$ cat src/rtl/i2s_master_tx.sv
// I2S master transmitter: derives BCLK/LRCK from iCLK and shifts stereo pairs out MSB first.
// Optional build macro I2S_TX_UNDERRUN_HOLD_EN repeats the last pair on underrun instead of sending silence.
module i2s_master_tx #(
    parameter int WS        = 16,  // sample width
    parameter int SLOT_BITS = 32,  // BCLK periods per channel slot, >= WS+1
    parameter int BCLK_HALF = 2    // iCLK cycles per BCLK half-period, >= 1
) (
    input  logic          iCLK,
    input  logic          iRST,
    input  logic          iEnable,
    input  logic [WS-1:0] iL,
    input  logic [WS-1:0] iR,
    input  logic          iValid,
    output logic          oReady,
    output logic          oBCLK,
    output logic          oLRCK,
    output logic          oDAT,
    output logic          oUnderrun,
    output logic          oBusy
);

    localparam int FRAME = 2 * SLOT_BITS;
    localparam int BW    = $clog2(FRAME);
    localparam int DW    = (BCLK_HALF > 1) ? $clog2(BCLK_HALF) : 1;
    localparam int PW    = 2 * WS;

    localparam logic [DW-1:0] DIV_LAST = DW'(BCLK_HALF - 1);
    localparam logic [BW-1:0] BIT_LAST = BW'(FRAME - 1);
    localparam logic [BW-1:0] SLOT_W   = BW'(SLOT_BITS);
    localparam logic [BW-1:0] WS_B     = BW'(WS);

    typedef enum logic {IDLE, RUN} state_t;

    state_t          state_q, state_d;
    logic [DW-1:0]   div_q, div_d;
    logic [BW-1:0]   bitcnt_q, bitcnt_d;
    logic            bclk_q, bclk_d;
    logic            lrck_q, lrck_d;
    logic            dat_q, dat_d;
    logic            full_q, full_d;
    logic            ready_q, ready_d;
    logic            unr_q, unr_d;
    logic            busy_q, busy_d;
    logic [PW-1:0]   buf_q, buf_d;
    logic [PW-1:0]   sh_q, sh_d;
`ifdef I2S_TX_UNDERRUN_HOLD_EN
    logic [PW-1:0]   last_q, last_d;
`endif

    logic            accept;
    logic            start;
    logic [BW-1:0]   bitcnt_nx;
    logic            lrck_nx;
    logic [BW-1:0]   pos_nx;
    logic            in_word;

    // Position the next fall tick will present; LRCK and data are both derived from it.
    assign accept    = iValid && ready_q;
    assign bitcnt_nx = (bitcnt_q == BIT_LAST) ? '0 : bitcnt_q + BW'(1);
    assign lrck_nx   = (bitcnt_nx >= SLOT_W);
    assign pos_nx    = lrck_nx ? (bitcnt_nx - SLOT_W) : bitcnt_nx;
    assign in_word   = (pos_nx != '0) && (pos_nx <= WS_B);

    always_comb begin
        state_d  = state_q;
        div_d    = div_q;
        bitcnt_d = bitcnt_q;
        bclk_d   = bclk_q;
        lrck_d   = lrck_q;
        dat_d    = dat_q;
        busy_d   = busy_q;
        buf_d    = buf_q;
        sh_d     = sh_q;
        full_d   = full_q;
        unr_d    = 1'b0;
        start    = 1'b0;
`ifdef I2S_TX_UNDERRUN_HOLD_EN
        last_d   = last_q;
`endif

        case (state_q)
            IDLE: begin
                if (iEnable) begin
                    state_d  = RUN;
                    busy_d   = 1'b1;
                    div_d    = '0;
                    bitcnt_d = '0;
                    bclk_d   = 1'b0;
                    lrck_d   = 1'b0;
                    dat_d    = 1'b0;
                    start    = 1'b1;
                end
            end
            RUN: begin
                if (div_q == DIV_LAST) begin
                    div_d  = '0;
                    bclk_d = !bclk_q;
                    if (bclk_q) begin
                        if ((bitcnt_nx == '0) && !iEnable) begin
                            // Stop lands on a frame boundary; the buffered pair stays put.
                            state_d  = IDLE;
                            busy_d   = 1'b0;
                            bitcnt_d = '0;
                            lrck_d   = 1'b0;
                            dat_d    = 1'b0;
                        end else begin
                            bitcnt_d = bitcnt_nx;
                            lrck_d   = lrck_nx;
                            start    = (bitcnt_nx == '0);
                            if (in_word) begin
                                dat_d = sh_q[PW-1];
                                sh_d  = {sh_q[PW-2:0], 1'b0};
                            end else begin
                                dat_d = 1'b0;
                            end
                        end
                    end
                end else begin
                    div_d = div_q + DW'(1);
                end
            end
            default: state_d = IDLE;
        endcase

        if (start) begin
            if (full_q) begin
                sh_d   = buf_q;
                full_d = 1'b0;
`ifdef I2S_TX_UNDERRUN_HOLD_EN
                last_d = buf_q;
`endif
            end else begin
                unr_d = 1'b1;
`ifdef I2S_TX_UNDERRUN_HOLD_EN
                sh_d  = last_q;
`else
                sh_d  = '0;
`endif
            end
        end

        // ready_q mirrors !full_q, so an accept can never coincide with a consume.
        if (accept) begin
            buf_d  = {iL, iR};
            full_d = 1'b1;
        end
        ready_d = !full_d;
    end

    always_ff @(posedge iCLK) begin
        if (iRST) begin
            state_q  <= IDLE;
            div_q    <= '0;
            bitcnt_q <= '0;
            bclk_q   <= 1'b0;
            lrck_q   <= 1'b0;
            dat_q    <= 1'b0;
            full_q   <= 1'b0;
            ready_q  <= 1'b1;
            unr_q    <= 1'b0;
            busy_q   <= 1'b0;
            buf_q    <= '0;
            sh_q     <= '0;
`ifdef I2S_TX_UNDERRUN_HOLD_EN
            last_q   <= '0;
`endif
        end else begin
            state_q  <= state_d;
            div_q    <= div_d;
            bitcnt_q <= bitcnt_d;
            bclk_q   <= bclk_d;
            lrck_q   <= lrck_d;
            dat_q    <= dat_d;
            full_q   <= full_d;
            ready_q  <= ready_d;
            unr_q    <= unr_d;
            busy_q   <= busy_d;
            buf_q    <= buf_d;
            sh_q     <= sh_d;
`ifdef I2S_TX_UNDERRUN_HOLD_EN
            last_q   <= last_d;
`endif
        end
    end

    assign oReady    = ready_q;
    assign oBCLK     = bclk_q;
    assign oLRCK     = lrck_q;
    assign oDAT      = dat_q;
    assign oUnderrun = unr_q;
    assign oBusy     = busy_q;

endmodule
$ cat config.mk
export PLATFORM = sky130hd
export DESIGN_NAME = i2s_master_tx
export DESIGN_NICKNAME = d
export VERILOG_FILES = /design/src/rtl/i2s_master_tx.sv
export SDC_FILE = /design/constraint.sdc
export NUM_CORES = 1
export LEC_CHECK = 0
export ABC_CLOCK_PERIOD_IN_PS = 2650
export BUFFER_PORTS_ARGS = -buffer_cell sky130_fd_sc_hd__buf_2
export CAP_MARGIN = 10
export CORE_MARGIN = 4
export CORE_UTILIZATION = 55
export CTS_CLUSTER_SIZE = 8
export DETAILED_ROUTE_END_ITERATION = 10
export GPL_TIMING_DRIVEN = 1
export PLACE_DENSITY_LB_ADDON = 0.3
export SLEW_MARGIN = 10
export SYNTH_ARGS = -nofsm -noshare
export SYNTH_HDL_FRONTEND = slang
export SYNTH_SLANG_ARGS = --single-unit
$ cat constraint.sdc
create_clock -name iCLK -period 2.65 [get_ports iCLK]
set_clock_uncertainty 0.05 [all_clocks]
set_input_delay 0.53 -clock iCLK [delete_from_list [all_inputs] [get_ports iCLK]]
set_output_delay 0.53 -clock iCLK [all_outputs]
set_load 0.05 [all_outputs]
==> flow_metrics.env, run 1 <==
export IMPL_port_buffers=41
export IMPL_grt_max_degree=44
export IMPL_sw_frac_of_total_pct=25.1
export IMPL_ys_seq_elements=79
export IMPL_status="complete, no violations"
export IMPL_synth_edf_count=0
export IMPL_drive_above_1_share_pct=22.4
export IMPL_die_h_um=89.3
export IMPL_initial_core_util_pct=56.9
export IMPL_avgSynthCellArea_um2=8.62
export IMPL_layout_min_cycle_time_ns=2.41
export IMPL_comb_power_share_pct=11.7
export IMPL_dieWidth_um=89.3
export IMPL_cp_num_cells=8
export IMPL_finalSetupViolCount=0
export IMPL_ys_types=39
export IMPL_finalWirelength_um=7660
export IMPL_slowest_delay_ns=0.41
export IMPL_cp_end_kind="register"
export IMPL_grt_pass1_wl_um=12400
export IMPL_dieArea_um2=7970
export IMPL_p_sw_uw=679
export IMPL_drv_cap=0
export IMPL_antenna_found_initial=0
export IMPL_globalplace_congestion=0.964
export IMPL_synth_simple_area_share_pct=17.2
export IMPL_synthesis_area_um2=3630
export IMPL_critical_path_required_ns=2.86
export IMPL_crit_fanout=18
export IMPL_drv_slew=0
export IMPL_syn_inst=421
export IMPL_coreArea_um2=6390
export IMPL_synth_fa_ha_area_share_pct=0.689
export IMPL_yosys_most_used_dff="dfxtp_1"
export IMPL_seqPwrFrac_pct=47.9
export IMPL_critical_path_top_delay_family="compound AO/OA/AOI/OAI gates"
export IMPL_hp_class="input pin to register"
export IMPL_power_frac_clock_pct=40.4
export IMPL_cts_buffer_depth=2
export IMPL_drcViolationCount=0
export IMPL_fin_area_um2=4120
export IMPL_cp_slowest_cell="dfxtp_1"
export IMPL_min_path_cells=3
export IMPL_cts_hold_fix_buffers=0
export IMPL_p_leak_uw=0.00158
export IMPL_reg2reg_depth=8
export IMPL_grt_use_total_pct=20.1
export IMPL_nets=489
export IMPL_cp_start_kind="register"
export IMPL_finalSetupTns_ns=0
export IMPL_reg2reg_slack_ns=0.24
export IMPL_instances_no_fill=533
export IMPL_post_cts_buffers=0
export IMPL_peakVddDrop_mv=0.405
export IMPL_grt_pass1_vias=2734
export IMPL_path_cells="ha_1 > and2_4 > o21ai_2 > o311ai_2 > a21o_1 > buf_4 > nor2_1 > a2111oi_4"
export IMPL_worstSetupStartpoint="bitcnt_q[0]"
export IMPL_synth_compound_area_share_pct=30.4
export IMPL_hold_viol=0
export IMPL_antenna_cells=0
export IMPL_hpwl_um=4980
export IMPL_clock_latency_ns=0.35
export IMPL_vias=2960
export IMPL_fin_crit_sh_pct=90.8
export IMPL_synth_fp_nets=459
export IMPL_path_class="register to register"
export IMPL_rsz0062_at_grt="false"
export IMPL_place_inst=516
export IMPL_drt_pass1_iter_count=6
export IMPL_antenna_left=0
export IMPL_min_from="iR[8]"
export IMPL_fmax_mhz=415
export IMPL_core_rowCount=29
export IMPL_wl_per_cell_um=14.4
export IMPL_arrival_ns=2.62
export IMPL_synthMuxAreaShare_pct=0.276
export IMPL_num_io_pins=42
export IMPL_via_per_inst=5.55
export IMPL_async_flop_share_pct=0
export IMPL_cts_sinks=79
export IMPL_areaGrowthSynthToFinish_pct=13.3
export IMPL_worst_slew_pin_transition_ns=0.698
export IMPL_grt_overflow_total=0
export IMPL_synth_xor_area_share_pct=0.482
export IMPL_r2r_start="bitcnt_q[0]"
export IMPL_slew_headroom_pct=53.5
export IMPL_total_power_uw=2710
export IMPL_cts_buffers=9
export IMPL_critPathBufInv=1
export IMPL_placed_area_um2=3860
export IMPL_path_clk_slew_ns=0.08
export IMPL_timing_hold_ws_ns=0.353
export IMPL_first_iter_violations=215
export IMPL_cts_tree="built"
export IMPL_cts_root_buf="clkbuf_8"
export IMPL_p_int_uw=2030
export IMPL_ys_warn_count=0
export IMPL_htree_num_levels=3
export IMPL_pwr_density_cell_nw_per_um2=659
export IMPL_synth_top_family_by_area="compound AO/OA/AOI/OAI gates"
export IMPL_ys_seq_area_share_pct=43.6
## metal layers
metal	share of wire, %	wire length, µm	track usage [%]
met1	46	3550	25.7
met2	48	3700	32.8
met3	3.9	302	3.59
met4	1.4	104	9.61
met5	0	0	0
## what timing repair did
action                                 CTS  global route
endpoints found under the hold margin    0             0
gates resized for setup                  0             1
setup endpoints to repair                0            19
## sequential cells by signal, summed over array words and instances, names as in the netlist
register and flops:
bitcnt_q 6, buf_q 32, div_q 1, full_q 1, oBCLK 1, oBusy 1
oDAT 1, oLRCK 1, oReady 1, oUnderrun 1, sh_q 32, state_q 1
## placed cells by master, fill, tap and decap left out, types with 2 or more instances in the layout
cell,count
a31o_1,2
o21ai_2,2
ha_1,2
and2_1,3
a2111oi_2,21
a21oi_1,73
bufinv_16,3
inv_1,33
a31oi_1,3
clkbuf_8,10
buf_2,40
a21o_1,2
nor3_1,4
o21ai_0,3
nand2_1,82
and3_1,2
nand3_1,10
buf_4,8
nand4_1,2
nor2_1,41
and2_4,3
a2111oi_4,9
dfxtp_1,79
## through the flow
step | setup WS (ns) | utilization [%]
after detailed placement | 0.143 | 60.5
final | 0.243 | 64.4
after global placement | 0.245 | 60.5
after global routing | 0.0560 | 64.4
after floorplan | 0.448 | -
after CTS | 0.125 | 64.3
## cell type report
| cell class | count | area (µm²) |
|---|---|---|
| Fill cell | 533 | 2270 |
| Tap cell | 77 | 96.3 |
| Clock inverter | 5 | 104 |
| Multi-Input combinational cell | 279 | 1790 |
| Inverter | 33 | 124 |
| Timing Repair Buffer | 49 | 280 |
| Clock buffer | 11 | 141 |
| Sequential cell | 79 | 1580 |
## cell usage after synthesis, types with 2 or more instances
master,count,share of area [%]
o21ai_2,2,0.48
a2111oi_2,21,8.7
a31oi_1,3,0.52
clkbuf_1,22,2.3
a21oi_1,73,10
inv_1,33,3.4
nand4_1,2,0.34
nand3_1,10,1.4
dfxtp_1,79,44
nand2_1,82,8.5
and2_4,2,0.48
ha_1,2,0.69
a31o_1,2,0.48
buf_6,3,0.93
nor3_1,4,0.55
and3_1,2,0.34
and2_1,3,0.52
buf_1,2,0.21
buf_2,3,0.41
o21ai_0,3,0.41
a2111oi_4,9,6.8
nor2_1,41,4.2
a21o_1,2,0.41
## kinds of logic (layout without fill, tap and decap cells)
family / Yosys count / count (layout)
AO/OA/AOI/OAI: 124 / 124
XOR/XNOR: 2 / 2
adder cells (fa/ha/maj): 2 / 2
buffers and inverters: 64 / 98
flip-flops: 79 / 79
multiplexers: 1 / 1
AND/OR/NAND/NOR: 149 / 150
## tightest hold or removal path, cell delays in order
cell,delay [ns]
buf_2,0.09
nand2_1,0.04
a21oi_1,0.05
## power by group through the flow
stage	sequential, µW	combinational (µW)	clock [µW]
4_1_cts	1300	318	1110
3_5_place_dp	1320	317	0
2_1_floorplan	1330	235	0
3_3_place_gp	1320	307	0
5_1_grt	1310	352	1170
6_report	1300	317	1100
## worst paths after layout
kind,end
worst max-delay path,sh_q[28]
worst max register to register,sh_q[28]
worst min-delay path,buf_q[8]
worst min register to register,buf_q[22]
No activity file was read; power rests on OpenSTA's default activity.
==> run 2, diff against run 1 <==
--- a/config.mk
+++ b/config.mk
@@ -13,6 +13,7 @@
 export CTS_CLUSTER_SIZE = 8
 export DETAILED_ROUTE_END_ITERATION = 10
 export GPL_TIMING_DRIVEN = 1
+export MAX_ROUTING_LAYER = met4
 export PLACE_DENSITY_LB_ADDON = 0.3
 export SLEW_MARGIN = 10
 export SYNTH_ARGS = -nofsm -noshare
==> run 2 against run 1 <==
Wire length up 0.63%. Fmax down 0.26%. Global-route usage up 0.63 points. Non-clock buffer count unchanged. Hold slack worse by 0.00091 ns. Sequential power about the same. Critical path depth unchanged. Clock-buffer cell count unchanged. Critical path type unchanged. Largest power group unchanged.
==> flow_metrics.env, run 2 (same netlist as run 1, synthesis figures left out) <==
export IMPL_status="complete, no violations"
export IMPL_min_from="iR[8]"
export IMPL_slew_headroom_pct=53.5
export IMPL_grt_use_met3_pct=3.59
export IMPL_finalWirelength_um=7710
export IMPL_cts_root_buf="clkbuf_8"
export IMPL_reg2reg_depth=8
export IMPL_grt_pass1_wl_um=12400
export IMPL_use_met2_pct=32.7
export IMPL_grt_max_degree=44
export IMPL_layout_min_cycle_time_ns=2.41
export IMPL_r2r_start="bitcnt_q[0]"
export IMPL_core_rowCount=29
export IMPL_drv_slew=0
export IMPL_critical_path_top_delay_family="compound AO/OA/AOI/OAI gates"
export IMPL_drv_cap=0
export IMPL_layout_commonest_cell="nand2_1"
export IMPL_min_path_cells=3
export IMPL_cp_start_kind="register"
export IMPL_path_class="register to register"
export IMPL_pwr_density_cell_nw_per_um2=659
export IMPL_arrival_ns=2.62
export IMPL_rsz0062_at_grt="false"
export IMPL_reg_largest_list="buf_q x32, sh_q x32, bitcnt_q x6"
export IMPL_slowest_delay_ns=0.41
export IMPL_port_buffers=41
export IMPL_grt_use_total_pct=20.7
export IMPL_die_h_um=89.3
export IMPL_globalplace_congestion=0.982
export IMPL_peakVddDrop_mv=0.404
export IMPL_finalSetupViolCount=0
export IMPL_path_clk_slew_ns=0.08
export IMPL_cts_buffers=9
export IMPL_fin_crit_sh_pct=91.1
export IMPL_num_io_pins=42
export IMPL_clock_latency_ns=0.36
export IMPL_final_cell_mix="nand2_1, dfxtp_1, a21oi_1"
export IMPL_dieArea_um2=7970
export IMPL_dieWidth_um=89.3
export IMPL_cts_tree="built"
export IMPL_grt_pass1_vias=2740
export IMPL_fmax_mhz=414
export IMPL_timing_hold_ws_ns=0.352
export IMPL_drt_pass1_iter_count=4
export IMPL_worst_slew_pin_transition_ns=0.698
export IMPL_cts_sinks=79
export IMPL_cp_slowest_cell="dfxtp_1"
export IMPL_nets=489
export IMPL_drive_above_1_share_pct=22.4
export IMPL_coreArea_um2=6390
export IMPL_critPathBufInv=1
export IMPL_reg2reg_slack_ns=0.24
export IMPL_hpwl_um=4980
export IMPL_grt_overflow_total=0
export IMPL_via_per_inst=5.59
export IMPL_antenna_found_initial=0
export IMPL_reg2reg_to="sh_q[28]"
export IMPL_htree_num_levels=3
export IMPL_antenna_cells=0
export IMPL_busiest_layer="met2"
export IMPL_path_cells="ha_1 > and2_4 > o21ai_2 > o311ai_2 > a21o_1 > buf_4 > nor2_1 > a2111oi_4"
export IMPL_areaGrowthSynthToFinish_pct=13.3
export IMPL_crit_fanout=18
export IMPL_use_met1_pct=25.9
export IMPL_finalSetupTns_ns=0
export IMPL_critical_path_required_ns=2.86
export IMPL_drcViolationCount=0
export IMPL_antenna_left=0
export IMPL_wl_per_cell_um=14.5
export IMPL_hold_viol=0
export IMPL_vias=2977
export IMPL_hp_class="input pin to register"
export IMPL_p_leak_uw=0.00158
export IMPL_cp_end_kind="register"
export IMPL_utilization_pct=64.4
export IMPL_cts_buffer_depth=2
export IMPL_cts_hold_fix_buffers=0
export IMPL_initial_core_util_pct=56.9
export IMPL_hold_path_end="buf_q[8]"
export IMPL_first_iter_violations=219
==> run 2: power by group <==
part | leakage (µW) | internal, µW | switching [µW]
Clock | 0.000124 | 654 | 441
Combinational | 0.000804 | 120 | 197
Sequential | 0.000649 | 1260 | 41.3
Total | 0.00158 | 2030 | 680
==> run 2: final cells by class <==
class / instances / area [µm²]
tap: 77 / 96.3
clock inverter: 5 / 104
fill: 533 / 2270
clock buffer: 11 / 141
sequential: 79 / 1580
timing repair buffer: 49 / 280
multi-input combinational: 279 / 1790
inverter: 33 / 124
==> run 2: routing by layer <==
metal	wire [µm]	part of all wire, %
met1	3520	46
met2	3740	48
met5	0	0
met3	350	4.5
met4	104	1.3
==> run 2: how the worst max path moves through the flow <==
stage	startpoint	endpoint	slack (ns)	depth (start not counted)
after floorplan	bitcnt_q[0]	sh_q[10]	0.45	8
after global placement	bitcnt_q[0]	sh_q[12]	0.24	7
after detailed placement	bitcnt_q[0]	sh_q[19]	0.14	7
after CTS	bitcnt_q[0]	sh_q[19]	0.13	7
after global routing	bitcnt_q[0]	sh_q[13]	0.06	8
final	bitcnt_q[0]	sh_q[28]	0.24	8
==> run 2: stage by stage <==
step	std cells	power [µW]	area [µm²]	setup slack, ns
6_report	533	2710	4120	0.236
5_1_grt	533	2820	4120	0.0560
4_1_cts	532	2730	4110	0.125
3_5_place_dp	516	1640	3860	0.143
3_3_place_gp	516	1630	3860	0.245
2_1_floorplan	421	1560	3630	0.448
==> run 2: worst register-to-register path, delay by kind of cell (launching register included) <==
kind / cells / cell delay, ns
compound gates: 4 / 1.05
flops: 1 / 0.41
simple gates: 2 / 0.32
fa+ha+maj: 1 / 0.26
buf+inv: 1 / 0.25
==> run 2: repair_timing <==
action                     CTS  global route
setup endpoints to repair    0            19
gates resized for setup      0             1
buffers inserted             0             0
==> run 3, diff against run 2 <==
--- a/config.mk
+++ b/config.mk
@@ -8,10 +8,11 @@
 export ABC_CLOCK_PERIOD_IN_PS = 2650
 export BUFFER_PORTS_ARGS = -buffer_cell sky130_fd_sc_hd__buf_2
 export CAP_MARGIN = 10
-export CORE_MARGIN = 4
+export CORE_MARGIN = 2
 export CORE_UTILIZATION = 55
 export CTS_CLUSTER_SIZE = 8
 export DETAILED_ROUTE_END_ITERATION = 10
+export GPL_ROUTABILITY_DRIVEN = 0
 export GPL_TIMING_DRIVEN = 1
 export MAX_ROUTING_LAYER = met4
 export PLACE_DENSITY_LB_ADDON = 0.3
==> run 3 against run 2 <==
Clock power down 18%. First-iteration DRC count decreased by 16%. Clock-buffer cell count is the same. Die area decreased by 8.8%. Via count shrank 1.4%. Worst setup slack got worse by 0.043 ns. Sequential share of layout area increased by 0.20 points. Critical endpoint is now sh_q[27]. Highest routed layer unchanged.
==> flow_metrics.env, run 3 (same netlist as run 1, synthesis figures left out) <==
export IMPL_status="complete, no violations"
export IMPL_core_rowCount=29
export IMPL_port_buffers=41
export IMPL_htree_num_levels=3
export IMPL_fin_crit_sh_pct=92.7
export IMPL_clock_latency_ns=0.35
export IMPL_busiest_layer="met2"
export IMPL_arrival_ns=2.65
export IMPL_hpwl_um=4920
export IMPL_num_io_pins=42
export IMPL_cts_root_buf="clkbuf_8"
export IMPL_use_met2_pct=34.2
export IMPL_drv_slew=0
export IMPL_drive_above_1_share_pct=22.7
export IMPL_path_class="register to register"
export IMPL_cts_sinks=79
export IMPL_fmax_mhz=407
export IMPL_cp_start_kind="register"
export IMPL_placed_area_um2=3880
export IMPL_p_leak_uw=0.00156
export IMPL_cts_buffer_depth=2
export IMPL_cts_hold_fix_buffers=0
export IMPL_critical_path_required_ns=2.84
export IMPL_final_cell_mix="nand2_1, dfxtp_1, a21oi_1"
export IMPL_areaGrowthSynthToFinish_pct=12.7
export IMPL_drv_cap=0
export IMPL_timing_hold_ws_ns=0.361
export IMPL_grt_pass1_wl_um=12600
export IMPL_grt_overflow_total=0
export IMPL_pwr_density_cell_nw_per_um2=615
export IMPL_grt_max_degree=41
export IMPL_grt_use_total_pct=22.1
export IMPL_initial_core_util_pct=57.2
export IMPL_via_per_inst=5.49
export IMPL_cts_buffers=9
export IMPL_use_met1_pct=28.8
export IMPL_finalWirelength_um=7460
export IMPL_drcViolationCount=0
export IMPL_dieArea_um2=7270
export IMPL_worst_slew_pin_transition_ns=0.534
export IMPL_vias=2935
export IMPL_die_h_um=85.3
export IMPL_path_clk_slew_ns=0.08
export IMPL_antenna_found_initial=0
export IMPL_crit_fanout=15
export IMPL_peakVddDrop_mv=0.383
export IMPL_hp_class="input pin to register"
export IMPL_first_iter_violations=183
export IMPL_hold_viol=0
export IMPL_grt_pass1_vias=2702
export IMPL_cp_end_kind="register"
export IMPL_layout_min_cycle_time_ns=2.46
export IMPL_drt_pass1_iter_count=4
export IMPL_rsz0062_at_grt="false"
export IMPL_nets=491
export IMPL_wl_per_cell_um=13.9
export IMPL_layout_commonest_cell="nand2_1"
export IMPL_finalSetupTns_ns=0
export IMPL_antenna_cells=0
export IMPL_antenna_left=0
export IMPL_finalSetupViolCount=0
export IMPL_fin_area_um2=4090
export IMPL_dieWidth_um=85.3
export IMPL_grt_use_met3_pct=3.60
export IMPL_fillers=530
export IMPL_coreArea_um2=6350
export IMPL_reg_largest_list="buf_q x32, sh_q x32, bitcnt_q x6"
export IMPL_slew_headroom_pct=64.4
export IMPL_cts_tree="built"
==> run 3: cell count changes in the layout (fill, tap and decap cells not counted) <==
cell        change
buf_4           +2
o311ai_2        -1
o311ai_4        +1
bufinv_16       -2
inv_6           -1
clkinvlp_4      +3
==> run 3: critical path, stage by stage (launching register included) <==
cell and delay [ns]:
dfxtp_1 0.41, ha_1 0.26, nand3_1 0.11, xor2_1 0.39
o311ai_4 0.20, a21o_1 0.24, and2_4 0.29, a2111oi_4 0.38
==> run 3: final cells by class <==
cell class                 count  area, µm²  area share [%]
clock buffer                  11        141            3.45
sequential                    79       1580            38.6
inverter                      33        124            3.03
multi-input combinational    279       1800            43.9
tap                           77       96.3            2.35
clock inverter                 5       57.6            1.41
timing repair buffer          51        295            7.21
==> run 3: final timing paths <==
check	from	end	slack [ns]	cells past startpoint
setup reg to reg	bitcnt_q[0]	sh_q[27]	0.19	7
hold / removal	iR[10]	buf_q[10]	0.36	3
setup / recovery	bitcnt_q[0]	sh_q[27]	0.19	7
hold reg to reg	buf_q[29]	buf_q[29]	0.40	2
==> run 3: report_power, final <==
group | switching [µW] | leakage, µW | internal (µW)
registers | 44.0 | 0.000649 | 1260
clock network | 439 | 0.0000916 | 460
logic | 193 | 0.000815 | 123
total | 677 | 0.00156 | 1840
==> run 3: routing by layer <==
layer,up-vias,wire (µm)
met5,-,0
met4,0,104
met3,10,327
met2,77,3620
met1,1345,3410
li1,1503,-
==> run 3: per-stage QoR <==
stage / utilization, % / power [µW] / std cells / setup WS [ns]
after floorplan: - / 1560 / 421 / 0.448
after global placement: 61.0 / 1630 / 518 / 0.238
after detailed placement: 61.0 / 1640 / 518 / 0.117
after CTS: 64.2 / 2540 / 534 / 0.0923
after global routing: 64.5 / 2620 / 535 / 0.0116
final: 64.5 / 2520 / 535 / 0.194
==> run 3: repair_timing <==
item	in CTS	in global routing
gates resized for setup	0	2
endpoints found under the setup margin	0	31
buffers inserted	0	0
